--- src/rtl/store_narrower_pkg.sv ---
// store_narrower_pkg: size encodings, store-buffer entry layout and drain states.
package store_narrower_pkg;
  localparam int ST_AW = 32;
  typedef enum logic [1:0] {SZ_BYTE = 2'b00, SZ_HALF = 2'b01, SZ_WORD = 2'b10, SZ_ILL = 2'b11} st_size_t;
  typedef struct packed {
    logic [ST_AW-1:0] addr;
    logic [31:0] wdata;
    logic [3:0] be;
  } store_entry_t;
  typedef enum logic {IDLE, DRAIN} drain_state_t;
endpackage

--- src/rtl/store_narrower_if.sv ---
// store_narrower_if: store request side and memory write side of the store path.
interface store_narrower_if #(parameter int AW = 32);
  logic st_valid;
  logic st_ready;
  logic [AW-1:0] st_addr;
  logic [31:0] st_data;
  logic [1:0] st_size;
  logic mem_req;
  logic mem_gnt;
  logic [AW-1:0] mem_addr;
  logic [31:0] mem_wdata;
  logic [3:0] mem_be;
  logic misalign;
  logic busy;
  modport slave (
    input st_valid, st_addr, st_data, st_size, mem_gnt,
    output st_ready, mem_req, mem_addr, mem_wdata, mem_be, misalign, busy
  );
  modport master (
    output st_valid, st_addr, st_data, st_size, mem_gnt,
    input st_ready, mem_req, mem_addr, mem_wdata, mem_be, misalign, busy
  );
endinterface

--- src/rtl/store_fifo.sv ---
// store_fifo: power-of-two circular buffer with occupancy count.
module store_fifo #(
  parameter int DEPTH = 2,
  parameter int W = 68,
  localparam int CW = $clog2(DEPTH + 1)
) (
  input  logic clk,
  input  logic rst_n,
  input  logic push,
  input  logic pop,
  input  logic [W-1:0] din,
  output logic [W-1:0] dout,
  output logic full,
  output logic empty,
  output logic [CW-1:0] count
);
  localparam int PW = $clog2(DEPTH);
  logic [W-1:0] mem [DEPTH];
  logic [PW-1:0] wp, rp;
  logic do_push, do_pop;
  assign full = count == CW'(DEPTH);
  assign empty = count == '0;
  assign do_push = push && !full;
  assign do_pop = pop && !empty;
  assign dout = mem[rp];
  always_ff @(posedge clk) begin
    if (do_push) mem[wp] <= din;
  end
  // Pointers wrap naturally since DEPTH is a power of two.
  always_ff @(posedge clk or negedge rst_n) begin
    if (!rst_n) begin
      wp <= '0;
      rp <= '0;
      count <= '0;
    end else begin
      wp <= wp + PW'(do_push);
      rp <= rp + PW'(do_pop);
      count <= count + CW'(do_push) - CW'(do_pop);
    end
  end
endmodule

--- src/rtl/store_narrower.sv ---
// store_narrower: narrows and lane-places register stores, buffers them and drains to memory.
module store_narrower
  import store_narrower_pkg::*;
#(
  parameter int DEPTH = 2,
  parameter int AW = 32
) (
  input logic clk,
  input logic rst_n,
  store_narrower_if.slave bus
);
  localparam int CW = $clog2(DEPTH + 1);
  st_size_t sz;
  store_entry_t din, head;
  drain_state_t state, nxt;
  logic accept, bad, push, pop, full, empty;
  logic [CW-1:0] count;
  always_comb begin
    sz = st_size_t'(bus.st_size);
    accept = bus.st_valid && !full;
    bad = sz == SZ_ILL || (sz == SZ_HALF && bus.st_addr[0]) || (sz == SZ_WORD && |bus.st_addr[1:0]);
    push = accept && !bad;
    pop = bus.mem_req && bus.mem_gnt;
    din.addr = {bus.st_addr[AW-1:2], 2'b00};
    din.wdata = sz == SZ_BYTE ? {4{bus.st_data[7:0]}} : sz == SZ_HALF ? {2{bus.st_data[15:0]}} : bus.st_data;
    din.be = sz == SZ_BYTE ? 4'b0001 << bus.st_addr[1:0] : sz == SZ_HALF ? (bus.st_addr[1] ? 4'b1100 : 4'b0011) : 4'b1111;
    nxt = state == IDLE ? (push ? DRAIN : IDLE) : (pop && count == CW'(1) && !push ? IDLE : DRAIN);
  end
  store_fifo #(.DEPTH(DEPTH), .W($bits(store_entry_t))) u_fifo (
    .clk(clk),
    .rst_n(rst_n),
    .push(push),
    .pop(pop),
    .din(din),
    .dout(head),
    .full(full),
    .empty(empty),
    .count(count)
  );
  assign bus.st_ready = !full;
  assign bus.busy = !empty;
  // Head fields are masked while idle so drained entries never linger on the bus.
  assign bus.mem_addr = bus.busy ? head.addr : '0;
  assign bus.mem_wdata = bus.busy ? head.wdata : '0;
  assign bus.mem_be = bus.busy ? head.be : '0;
  always_ff @(posedge clk or negedge rst_n) begin
    if (!rst_n) begin
      state <= IDLE;
      bus.mem_req <= 1'b0;
      bus.misalign <= 1'b0;
    end else begin
      state <= nxt;
      bus.mem_req <= nxt == DRAIN;
      bus.misalign <= accept && bad;
    end
  end
endmodule

--- src/flat_wrapper.sv ---
// flat-port wrapper written by rule: the top's interface ports become plain ports
module store_narrower_flat import store_narrower_pkg::*;
#(
  parameter int DEPTH = 2,
  parameter int AW = 32
)
  (clk, rst_n, bus_st_valid, bus_st_addr, bus_st_data, bus_st_size, bus_mem_gnt, bus_st_ready, bus_mem_req, bus_mem_addr, bus_mem_wdata, bus_mem_be, bus_misalign, bus_busy);
  store_narrower_if #(.AW(AW)) bus_i ();
  input logic clk;
  input logic rst_n;
  input wire logic [$bits(bus_i.st_valid)-1:0] bus_st_valid;
  input wire logic [$bits(bus_i.st_addr)-1:0] bus_st_addr;
  input wire logic [$bits(bus_i.st_data)-1:0] bus_st_data;
  input wire logic [$bits(bus_i.st_size)-1:0] bus_st_size;
  input wire logic [$bits(bus_i.mem_gnt)-1:0] bus_mem_gnt;
  output wire logic [$bits(bus_i.st_ready)-1:0] bus_st_ready;
  output wire logic [$bits(bus_i.mem_req)-1:0] bus_mem_req;
  output wire logic [$bits(bus_i.mem_addr)-1:0] bus_mem_addr;
  output wire logic [$bits(bus_i.mem_wdata)-1:0] bus_mem_wdata;
  output wire logic [$bits(bus_i.mem_be)-1:0] bus_mem_be;
  output wire logic [$bits(bus_i.misalign)-1:0] bus_misalign;
  output wire logic [$bits(bus_i.busy)-1:0] bus_busy;
  assign bus_i.st_valid = bus_st_valid;
  assign bus_i.st_addr = bus_st_addr;
  assign bus_i.st_data = bus_st_data;
  assign bus_i.st_size = bus_st_size;
  assign bus_i.mem_gnt = bus_mem_gnt;
  assign bus_st_ready = bus_i.st_ready;
  assign bus_mem_req = bus_i.mem_req;
  assign bus_mem_addr = bus_i.mem_addr;
  assign bus_mem_wdata = bus_i.mem_wdata;
  assign bus_mem_be = bus_i.mem_be;
  assign bus_misalign = bus_i.misalign;
  assign bus_busy = bus_i.busy;
  store_narrower #(.DEPTH(DEPTH), .AW(AW)) u_core (.clk(clk), .rst_n(rst_n), .bus(bus_i));
endmodule
--- config.mk ---
export PLATFORM = sky130hd
export DESIGN_NAME = store_narrower_flat
export DESIGN_NICKNAME = d
export VERILOG_FILES = /design/src/rtl/store_narrower_pkg.sv /design/src/rtl/store_narrower_if.sv /design/src/rtl/store_fifo.sv /design/src/rtl/store_narrower.sv /design/src/flat_wrapper.sv
export SDC_FILE = /design/constraint.sdc
export NUM_CORES = 1
export LEC_CHECK = 0
export ABC_AREA = 1
export BUFFER_PORTS_ARGS = -buffer_cell sky130_fd_sc_hd__buf_2
export CAP_MARGIN = 40
export CORE_AREA = 2 2 110 112
export CTS_BUF_LIST = sky130_fd_sc_hd__clkbuf_2
export DETAILED_ROUTE_END_ITERATION = 8
export DIE_AREA = 0 0 112 114
export PLACE_DENSITY = 0.77
export SYNTH_ARGS = -nofsm -noshare
export SYNTH_HDL_FRONTEND = slang
export SYNTH_SLANG_ARGS = --single-unit
--- constraint.sdc ---
create_clock -name clk -period 3.61 [get_ports clk]
set_input_delay 0.722 -clock clk [delete_from_list [all_inputs] [get_ports clk]]
set_output_delay 0.722 -clock clk [all_outputs]
set_load 0.005 [all_outputs]
* After elaboration in Yosys (flattened, before gate mapping)
Memory sizes are Yosys's and may differ from the RTL's.
Cells that the tools add are included.
** Word-level totals
- Register bits after elaboration :: 6
- Memories :: 1
- Input port bits :: 70
- Output and inout port bits :: 72
- Memory bits (writable) :: 132
- Word-level logic and storage cells :: 48
** Memories
- u_core.u_fifo.mem :: words 2, bits a word 66, rd ports 1, clocked after Yosys merged registers in 0, wr ports 1, RTL line store_fifo.sv:18 : logic [W-1:0] mem [DEPTH];
** Cells by class
- Add/sub/neg operators :: 4
- Reductions and logical operators :: 19
- Multiplexer cells :: 13
- Shifts and indexed selects :: 1
- Equality and inequality tests :: 5
** Operators with widths (number)
- 32-bit two-way mux :: 4
- 4-bit two-way mux :: 4
- 1-bit logical AND :: 10
- 2-bit equality test (second input constant) :: 3
- 1-bit two-way mux :: 5
- 2-bit by 1-bit equality test with 1-bit output (second input constant) :: 2
- 1-bit zero test :: 4
- 2-bit zero test :: 2
- 1-bit by 2-bit << shifter with 4-bit output (first input constant) :: 1
- 1-bit adder :: 2
- 2-bit by 1-bit adder with 2-bit output :: 1
- 1-bit logical OR :: 2
- 2-bit OR reduction :: 1
- 2-bit by 1-bit subtractor with 2-bit output :: 1

* Depth between registers and ports, before layout
Gate-level depths: netlist of run 1.
- Word-level depth :: 10
- Gate-level depth with buffers :: 11
- Depth with buffers taken out :: 11

* By module
A second synthesis of run 1 with hierarchy kept.
** Unflattened totals
- Cells, all modules :: 635
- Area, all modules :: 6227.2 µm²
** Modules (own cells, without submodules)
- store_fifo :: instances 1, seq. area each 4184.0 µm², cells an instance 387, area an instance 5195.0 µm²
- store_narrower :: instances 1, seq. area each 50.0 µm², cells an instance 248, area an instance 1032.2 µm²

* Worst setup path after synthesis of run 1
Ideal clock, no wire load.
- Path kind :: input-to-reg
- From :: input port bus_st_addr[1]
- To :: memory u_core.u_fifo.mem[1][0] (netlist bit) (enable)
- Path slack :: -0.743 ns
- Library setup time :: 0.490 ns
- Buffers on the path :: 0
- Cell stages on the path :: 3
- Arrival time :: 3.862 ns
- Required time :: 3.120 ns
- Cell sequence :: o21ai_0 nand3_2 nor2_1
** Between the ends
- Cells in the longest elaborated chain, start to end :: 8
** RTL lines
- start, declared :: RTL line flat_wrapper.sv:12 : input wire logic [$bits(bus_i.st_addr)-1:0] bus_st_addr;
- 2-bit OR reduction :: RTL line store_narrower.sv:21 : bad = sz == SZ_ILL || (sz == SZ_HALF && bus.st_addr[0]) || (sz == SZ_WORD && |bus.st_addr[1:0]);
- 1-bit logical AND :: RTL line store_narrower.sv:21
- 1-bit logical OR :: RTL line store_narrower.sv:21
- 1-bit zero test :: RTL line store_narrower.sv:22 : push = accept && !bad;
- 1-bit logical AND :: RTL line store_narrower.sv:22
- 1-bit logical AND :: RTL line store_fifo.sv:23 : assign do_push = push && !full;
- 1-bit two-way mux :: RTL line store_fifo.sv:27 : if (do_push) mem[wp] <= din;
- 1-bit two-way mux (not written as such) :: RTL line store_fifo.sv:27
- end, declared :: RTL line store_fifo.sv:18
No other way between the ends.

* Final worst setup path of run 1
- From :: register u_core.u_fifo.count[1]
- To :: output port bus_mem_wdata[17]
** Between the ends
- Cells in the longest elaborated chain, start to end :: 2
** RTL lines
- start, declared :: RTL line store_fifo.sv:15 : output logic [CW-1:0] count
- start signal, assigned :: RTL line store_fifo.sv:38 : count <= count + CW'(do_push) - CW'(do_pop);
- 2-bit zero test :: RTL line store_fifo.sv:22 : assign empty = count == '0;
- 32-bit two-way mux :: RTL line store_narrower.sv:44 : assign bus.mem_wdata = bus.busy ? head.wdata : '0;
- end, declared :: RTL line flat_wrapper.sv:19 : output wire logic [$bits(bus_i.mem_wdata)-1:0] bus_mem_wdata;
No other way between the ends.

==> metrics.cfg, run 1 <==
[grt]
grt_pass1_vias=3816
track_usage=0.196
grt_max_degree=68
antenna_found_initial=0
grt_first_pass_wirelength_um=19000
grt_overflow_total=0

[power]
power_density_nw_per_um2=686
internal-power_mw=2.98
seqPwrFrac=0.437
power.total_mw=4.63
swShare=0.357
vdd_drop_max_v=0.000509
pwr-share-clk=0.195
p_comb_frac=0.368
power_leakage_nw=2.81
p_sw_mw=1.65

[timing]
fmax_mhz=331
skew_ns=0.0190
setup_violations=0
totalNegativeSetupSlack_ns=0
finalCriticalPeriod_ns=3.02
finalCritPeriodShare=0.836
hold_viol_final=0
layout_setup_ws_ns=0.592
timing.hold.ws_ns=0.262
rsz0062_at_grt=no
tightest_slew_ns=0.727
slew_headroom=0.515
slew_violations=0

[placed_design]
pre_cts_ws_ns=0.920
io_buffers=139
dpl.hpwl_um=8200
place_congestion=0.928

[logic_synthesis]
synth_edf_count=132
syn_area_um2=5670
yosysMostFrequentCell=nand2_1
yosys_most_used_dff=edfxtp_1
synth_top_area_cell=edfxtp_1
ys_seq_area_frac=0.726
synth_cell_types=26
synth_warnings=0
synth_area_leaders=edfxtp_1 70%, nand2_1 13%, a21oi_1 5.1%
synthArstFlopShare=0.0435
ys_ff_latch=138
netlist_instances=480
synthTopCellsByCount=203 x nand2_1, 132 x edfxtp_1, 58 x a21oi_1
synthDominantCellAreaShare=0.700
syn_area_per_cell_um2=11.8

[floorplanning]
initial_core_util=0.484
fp.dieArea_um2=12800
row_count=40
design.portCount=142
core_area_um2=11700
die_y_um=114
die_x_um=112

[setup_path]
worst_path_max_delay_cell=nor2_4
worst_setup_path_start_kind=flip-flop
cp.buffers_inverters=2
critPathMaxFanout=45
cp_slowest_stage_delay_ns=0.56
critPathCaptureType=output pin
worstPathArrival_ns=2.30
path_depth=4
path_class=reg -> out
ff2ff_path_depth=5
cp_data_required_time_ns=2.89
cp_top_family=simple AND/OR/NAND/NOR gates
path_cells=nor2_4 > buf_12 > a21oi_1 > buf_2

[clock_tree]
cts_root_buf=clkbuf_2
cts_setup_buffers=0
cts_tree=done
cts-buffers-inserted=17
hold_buffers=1
cts_num_sinks=138
cts_buffer_depth=2
clk_pin_slew_ns=0.20
insertion_delay_ns=0.64
h-tree-depth=4
post_cts_resized=0

[finish]
num-nets-final=692
syn2layout_area_growth_pct=19.3
antenna_cells=0
drive_above_1_share=0.316
fin_util=0.577
fillers=992

[drt]
drtIter0Drc=255
wl_per_cell_um=15.5
postRouteAntennaNets=0
drt_wl_total_um=12100
firstDrtPassIters=5
drc=0
vias_per_cell=5.12
vias=3991

[run_status]
status=finished, final reports clean

[worst_hold_path]
min_path_cells=1
hp-class=in -> reg

[flow_run]
drv_cap=0

==> metal layers <==
| layer | part of all wire | track usage | up-vias |
|---|---|---|---|
| met4 | 0.015 | 0.0789 | 0 |
| met1 | 0.43 | 0.267 | 1861 |
| met3 | 0.076 | 0.0468 | 16 |
| li1 | - | - | 1926 |
| met2 | 0.48 | 0.308 | 188 |
| met5 | 0 | 0 | - |
==> area by class of cell <==
cell class | instances | area (um2) | area share
clock buffer | 19 | 95.1 | 0.0141
clock inverter | 13 | 153 | 0.0226
inverter | 13 | 51.3 | 0.00759
multi-input combinational | 304 | 1370 | 0.203
sequential | 138 | 4120 | 0.609
tap | 147 | 184 | 0.0272
timing repair buffer | 146 | 788 | 0.117
==> worst paths after layout <==
check | startpoint | to | slack [ns]
min | bus_st_addr[28] | u_core.u_fifo.mem[0][62] | 0.26
max reg2reg | u_core.u_fifo.count[1] | u_core.u_fifo.mem[0][26] | 1.51
max in group asynchronous | rst_n | u_core.u_fifo.rp | 3.03
min reg2reg | u_core.bus.mem_req | u_core.bus.mem_req | 0.58
min in group asynchronous | rst_n | u_core.u_fifo.wp | 0.42
max | u_core.u_fifo.count[1] | bus_mem_wdata[17] | 0.59
==> logic make-up after synthesis <==
| group | after synthesis | synth area share |
|---|---|---|
| and+or+nand+nor | 222 | 0.154 |
| DFF | 138 | 0.726 |
| AOI/OAI and AO/OA | 77 | 0.0762 |
| buffers and inverters | 39 | 0.0367 |
| adders and majority gates | 2 | 0.00442 |
| xor gates and xnor gates | 1 | 0.00155 |
| other | 1 | 0.000662 |
==> state kept, by name, indices dropped and copies added, names as in the netlist <==
signal	count
u_core.bus.mem_req	1
u_core.bus.misalign	1
u_core.u_fifo.count	2
u_core.u_fifo.mem	132
u_core.u_fifo.rp	1
u_core.u_fifo.wp	1
==> stage by stage <==
step	std cells	area [um2]
floorplan	481	5670
CTS	780	6760
finish	780	6760
global placement	747	6500
detailed placement	747	6500
global route	780	6760
==> placed cells by master (no fill, tap or decap), types with 5 or more instances in the layout <==
master / count
a21oi_1: 58
nand2_1: 203
buf_2: 139
dfrtp_1: 5
edfxtp_1: 132
nand3_1: 9
o21ai_0: 5
clkbuf_2: 19
inv_1: 9
a21oi_2: 11
==> power by group through the flow <==
stage	sequential, mW	clock, mW	combinational, mW
finish	2.02	0.904	1.71
global route	2.04	1.01	1.91
CTS	2.03	0.931	1.74
detailed placement	2.06	0	1.73
global placement	2.06	0	1.70
floorplan	2.05	0	1.02
Power figures use the tool's default switching activity.
==> run 2, diff against run 1 <==
--- a/config.mk
+++ b/config.mk
@@ -8,11 +8,11 @@
 export ABC_AREA = 1
 export BUFFER_PORTS_ARGS = -buffer_cell sky130_fd_sc_hd__buf_2
 export CAP_MARGIN = 40
-export CORE_AREA = 2 2 110 112
+export CORE_AREA = 2 2 105 107
 export CTS_BUF_LIST = sky130_fd_sc_hd__clkbuf_2
 export DETAILED_ROUTE_END_ITERATION = 8
-export DIE_AREA = 0 0 112 114
-export PLACE_DENSITY = 0.77
+export DIE_AREA = 0 0 107 109
+export PLACE_DENSITY = 0.81
 export SYNTH_ARGS = -nofsm -noshare
 export SYNTH_HDL_FRONTEND = slang
 export SYNTH_SLANG_ARGS = --single-unit
==> constraint.sdc (replaced) <==
create_clock -name clk -period 2.95 [get_ports clk]
set_input_delay 0.59 -clock clk [delete_from_list [all_inputs] [get_ports clk]]
set_output_delay 0.59 -clock clk [all_outputs]
set_load 0.005 [all_outputs]
==> run 2 against run 1 <==
Against the previous run: critical path depth did not move; register-to-register slack got worse by 0.48 ns; clock skew rose by 0.0052 ns; final area fell by 0.13%; wire length fell by 0.23%; non-clock buffer count rose by 3; utilization rose by 6.0 points; first-iteration DRC count rose by 28%; combinational power rose by 19%; flip-flop and latch count did not move; sequential share of layout area rose by 0.079 points.
==> metrics.cfg, run 2 (synthesis results as in run 1) <==
[timing]
timing.hold.ws_ns=0.110
slew_headroom=0.649
skew_ns=0.0242
fmax_mhz=376
rsz0062_at_grt=no
finalCritPeriodShare=0.902
setup_violations=0
hold_viol_final=0
finalCriticalPeriod_ns=2.66
slew_violations=0
tightest_slew_ns=0.527

[finish]
layout_common_cells=203 x nand2_1, 139 x buf_2, 132 x edfxtp_1
layout_commonest_cell=nand2_1
num-nets-final=695
syn2layout_area_growth_pct=19.1
reg.largest.list=u_core.u_fifo.mem x132, u_core.u_fifo.count x2
largest_reg_flops=132
regMostFlops=u_core.u_fifo.mem
final_area_um2=6750
drive_above_1_share=0.314
antenna_cells=0
fin_util=0.637

[setup_path]
critPathMaxFanout=67
path_cells=buf_6 > nand2_1 > a21oi_1 > buf_2
rr_startpoint=u_core.u_fifo.count[0]
r2r_setup_slack_ns=1.03
worst_setup_path_start_kind=flip-flop
worst_path_max_delay_cell=dfrtp_2
ff2ff_path_depth=6
cp_data_required_time_ns=2.36
r2r-end=u_core.u_fifo.mem[0][43]
worstPathArrival_ns=2.07
path_class=reg -> out
cp_slowest_stage_delay_ns=0.42
critPathCaptureType=output pin

[drt]
firstDrtPassIters=5
vias_per_cell=5.18
drt_wl_total_um=12000
drc=0
postRouteAntennaNets=0
wl_per_cell_um=15.5
drtIter0Drc=327
vias=4020

[placed_design]
placed_area_um2=6470
place_congestion=0.881
dpl.hpwl_um=7840
io_buffers=139

[flow_run]
drv_cap=0

[floorplanning]
fp.dieArea_um2=11700
row_count=38
die_x_um=107
initial_core_util=0.534
design.portCount=142
core_area_um2=10600
die_y_um=109

[grt]
grt_first_pass_wirelength_um=18500
grt_overflow_total=0
grt_pass1_vias=3815
track_usage=0.214
antenna_found_initial=0
grt_max_degree=68

[clock_tree]
cts_tree=done
clk_pin_slew_ns=0.18
h-tree-depth=4
insertion_delay_ns=0.65
cts_root_buf=clkbuf_2
cts_num_sinks=138
cts_buffer_depth=2
cts-buffers-inserted=17
cts_setup_buffers=0

[power]
power_leakage_nw=2.83
vdd_drop_max_v=0.000412
power_density_nw_per_um2=843
power.total_mw=5.69

[worst_hold_path]
hp-class=in -> reg
min_to=u_core.u_fifo.mem[0][38]
min_path_cells=1
holdCritStartpoint=bus_st_addr[4]

[run_status]
status=finished, final reports clean

==> run 2: changes by cell type in the layout (fill, tap and decap cells not counted), moves of 2 or more <==
cell | previous run | this run
buf_12 | 3 | 1
buf_4 | 3 | 6
clkinv_1 | 3 | 5
clkinv_4 | 3 | 0
clkinvlp_4 | 2 | 0
==> run 2: repair_timing <==
action / 4_1_cts / 5_1_grt
endpoints found under the setup margin: 0 / 8
hold endpoints to repair: 6 / 2
resized for setup: 0 / 1
hold buffers: 1 / 1
==> run 2: layer usage <==
layer  global-route usage  wire (um)  vias to the layer above
li1                     -          -                     1926
met3               0.0586        957                       14
met2                0.346       6080                      210
met1                0.279       4870                     1870
met5                    0          0                        -
met4               0.0807        144                        0
==> run 2: per-stage QoR <==
| stage | setup TNS, ns | setup slack, ns | cells |
|---|---|---|---|
| after floorplan | -10.85 | -0.164 | 481 |
| after global placement | 0 | 0.627 | 742 |
| after detailed placement | 0 | 0.538 | 742 |
| after CTS | 0 | 0.0951 | 775 |
| after global routing | 0 | 0.102 | 776 |
| final | 0 | 0.288 | 776 |
==> run 2: power by group <==
part	internal (mW)	leakage, nW	switching [mW]	total [mW]
Combinational	0.756	1.39	1.29	2.04
Clock	0.550	0.159	0.608	1.16
Sequential	2.40	1.27	0.0819	2.49
==> run 2: critical path: cells and delay by family (launching register included) <==
| family | cells | cell delay [ns] |
|---|---|---|
| buffers and inverters | 2 | 0.57 |
| flip-flops | 1 | 0.42 |
| AND/OR/NAND/NOR | 1 | 0.11 |
| AO/OA/AOI/OAI | 1 | 0.27 |
==> run 2: layout make-up <==
| class | instances | area (um2) |
|---|---|---|
| sequential | 138 | 4120 |
| fill | 806 | 3850 |
| multi-input combinational | 304 | 1360 |
| timing repair buffer | 149 | 792 |
| tap | 140 | 175 |
| clock inverter | 12 | 154 |
| clock buffer | 20 | 100 |
| inverter | 13 | 51.3 |
==> run 2: worst max-delay path by stage <==
stage / from / endpoint / slack [ns] / depth (start not counted)
2_1_floorplan: bus_st_addr[1] / u_core.u_fifo.mem[1][0] / -0.16 / 3
3_3_place_gp: bus_st_size[1] / u_core.u_fifo.mem[0][42] / 0.63 / 8
3_5_place_dp: bus_st_size[1] / u_core.u_fifo.mem[0][42] / 0.54 / 8
4_1_cts: u_core.u_fifo.rp / bus_mem_wdata[17] / 0.1 / 4
5_1_grt: u_core.u_fifo.rp / bus_mem_wdata[17] / 0.10 / 4
6_report: u_core.u_fifo.rp / bus_mem_wdata[17] / 0.29 / 4
==> run 3, diff against run 2 <==
--- a/config.mk
+++ b/config.mk
@@ -13,6 +13,7 @@
 export DETAILED_ROUTE_END_ITERATION = 8
 export DIE_AREA = 0 0 107 109
 export PLACE_DENSITY = 0.81
+export SLEW_MARGIN = 20
 export SYNTH_ARGS = -nofsm -noshare
 export SYNTH_HDL_FRONTEND = slang
 export SYNTH_SLANG_ARGS = --single-unit
==> constraint.sdc (replaced) <==
create_clock -name clk -period 2.85 [get_ports clk]
set_input_delay 0.57 -clock clk [delete_from_list [all_inputs] [get_ports clk]]
set_output_delay 0.57 -clock clk [all_outputs]
set_load 0.005 [all_outputs]
==> run 3 against run 2 <==
Against the previous run: sequential power up 4%; non-clock buffer count rose by 19; via count up 1.7%; clock-buffer cell count decreased by 1; first-iteration DRC count increased by 12%; setup slack got worse by 0.058 ns; worst hold slack lost 0.026 ns; global-route usage about the same; die area unchanged; highest routed layer unchanged; critical endpoint is now bus_mem_addr[11]; largest cell class unchanged.
==> metrics.cfg, run 3 (synthesis results as in run 1) <==
[setup_path]
path_class=reg -> out
ff2ff_path_depth=6
rr_startpoint=u_core.u_fifo.count[0]
r2r-end=u_core.u_fifo.mem[0][16]
r2r_setup_slack_ns=0.88
critPathMaxFanout=20
path_cells=inv_4 > buf_4 > nand2_1 > a21oi_1 > buf_2
worstPathArrival_ns=2.05
cp_data_required_time_ns=2.28
critPathCaptureType=output pin
worst_setup_path_start_kind=flip-flop
cp_slowest_stage_delay_ns=0.48
worst_path_max_delay_cell=dfrtp_2
crit_path_start=u_core.u_fifo.rp
crit_end=bus_mem_addr[11]

[finish]
seqCellArea_um2=4120
layout_common_cells=203 x nand2_1, 139 x buf_2, 132 x edfxtp_1
layout_commonest_cell=nand2_1
drive_above_1_share=0.311
multi_input_area_um2=1360
final_area_um2=6980
reg.largest.list=u_core.u_fifo.mem x132, u_core.u_fifo.count x2
antenna_cells=0
regMostFlops=u_core.u_fifo.mem
fillers=794
final_cells=795
num-nets-final=714
largest_reg_flops=132
syn2layout_area_growth_pct=23.2

[floorplanning]
die_y_um=109
fp.dieArea_um2=11700
design.portCount=142
die_x_um=107
row_count=38
initial_core_util=0.534
core_area_um2=10600

[flow_run]
drv_cap=0

[timing]
totalNegativeSetupSlack_ns=0
fmax_mhz=382
finalCriticalPeriod_ns=2.62
setup_violations=0
finalCritPeriodShare=0.919
rsz0062_at_grt=no
skew_ns=0.0234
slew_violations=0
layout_setup_ws_ns=0.230
hold_viol_final=0

[power]
power.total_mw=6.01
power_density_nw_per_um2=862
power_leakage_nw=2.91
vdd_drop_max_v=0.000543

[clock_tree]
cts_num_sinks=138
cts_buffer_depth=2
cts_tree=done
cts_root_buf=clkbuf_2
insertion_delay_ns=0.67
clk_pin_slew_ns=0.19
h-tree-depth=4
cts-buffers-inserted=17
cts_setup_buffers=0

[drt]
wl_per_cell_um=15.6
dr_wl_met2_um=6260
drt_wl_total_um=12400
dr_wl_met3_um=973
drc=0
top_layer_used=met4
firstDrtPassIters=6
drtIter0Drc=367
postRouteAntennaNets=0
vias_per_cell=5.14
wl_met1_um=5000
vias=4087

[placed_design]
place_congestion=0.896
placed_cells=742
placed_area_um2=6480
pre_cts_ws_ns=0.450
io_buffers=139
dpl.hpwl_um=7800

[grt]
track_usage=0.213
antenna_found_initial=0
grt_pass1_vias=3858
grt_first_pass_wirelength_um=18400
grt_max_degree=68
grt_overflow_total=0

[worst_hold_path]
hp-class=in -> reg

[run_status]
status=finished, final reports clean

-- run 3: changes by cell type in the layout (fill, tap and decap cells not counted), sizes merged --
cell / previous run / this run
dlygate4sd3: 2 / 21
clkinvlp: 0 / 4
clkinv: 8 / 5
clkbuf: 20 / 19
-- run 3: final cells by class --
class	count	area share
clock inverter	13	0.0255
clock buffer	19	0.0136
sequential	138	0.590
inverter	13	0.00771
multi-input combinational	304	0.195
timing repair buffer	168	0.143
tap	140	0.0251
-- run 3: power by group --
part / internal [mW] / leakage (nW) / switching (mW)
Sequential: 2.49 / 1.27 / 0.0877
Combinational: 0.824 / 1.48 / 1.37
Clock: 0.576 / 0.153 / 0.673
-- run 3: worst min path at each step --
stage | end | cells past startpoint | from
final | u_core.u_fifo.mem[0][52] | 1 | bus_st_addr[18]
after global routing | u_core.u_fifo.mem[0][39] | 1 | bus_st_addr[5]
after CTS | u_core.u_fifo.mem[0][61] | 1 | bus_st_addr[27]
after detailed placement | u_core.bus.misalign | 1 | rst_n
after global placement | u_core.bus.mem_req | 1 | rst_n
after floorplan | u_core.bus.mem_req | 0 | rst_n
-- run 3: routing by layer --
layer  track usage  vias up
met5             0        -
met4        0.0686        0
met3        0.0622       16
met2         0.362      204
met1         0.267     1903
li1              -     1964
-- run 3: stage by stage --
step	util	hold slack [ns]
3_3_place_gp	0.612	0.405
5_1_grt	0.658	0.00291
6_report	0.658	0.0849
4_1_cts	0.643	0.00180
3_5_place_dp	0.612	0.403
2_1_floorplan	-	0.274
-- run 3: timing repair --
action                                 4_1_cts  5_1_grt
hold buffers                                 6       15
setup endpoints to repair                    0       66
endpoints found under the hold margin       15       26
gates resized for setup                      0        5
-- run 3: worst max-delay path: cells and delay by family, from the launching register on --
| family | cells | cell delay (ns) |
|---|---|---|
| AO/OA/AOI/OAI | 1 | 0.17 |
| buffers and inverters | 3 | 0.63 |
| flip-flops | 1 | 0.48 |
| AND/OR/NAND/NOR | 1 | 0.08 |
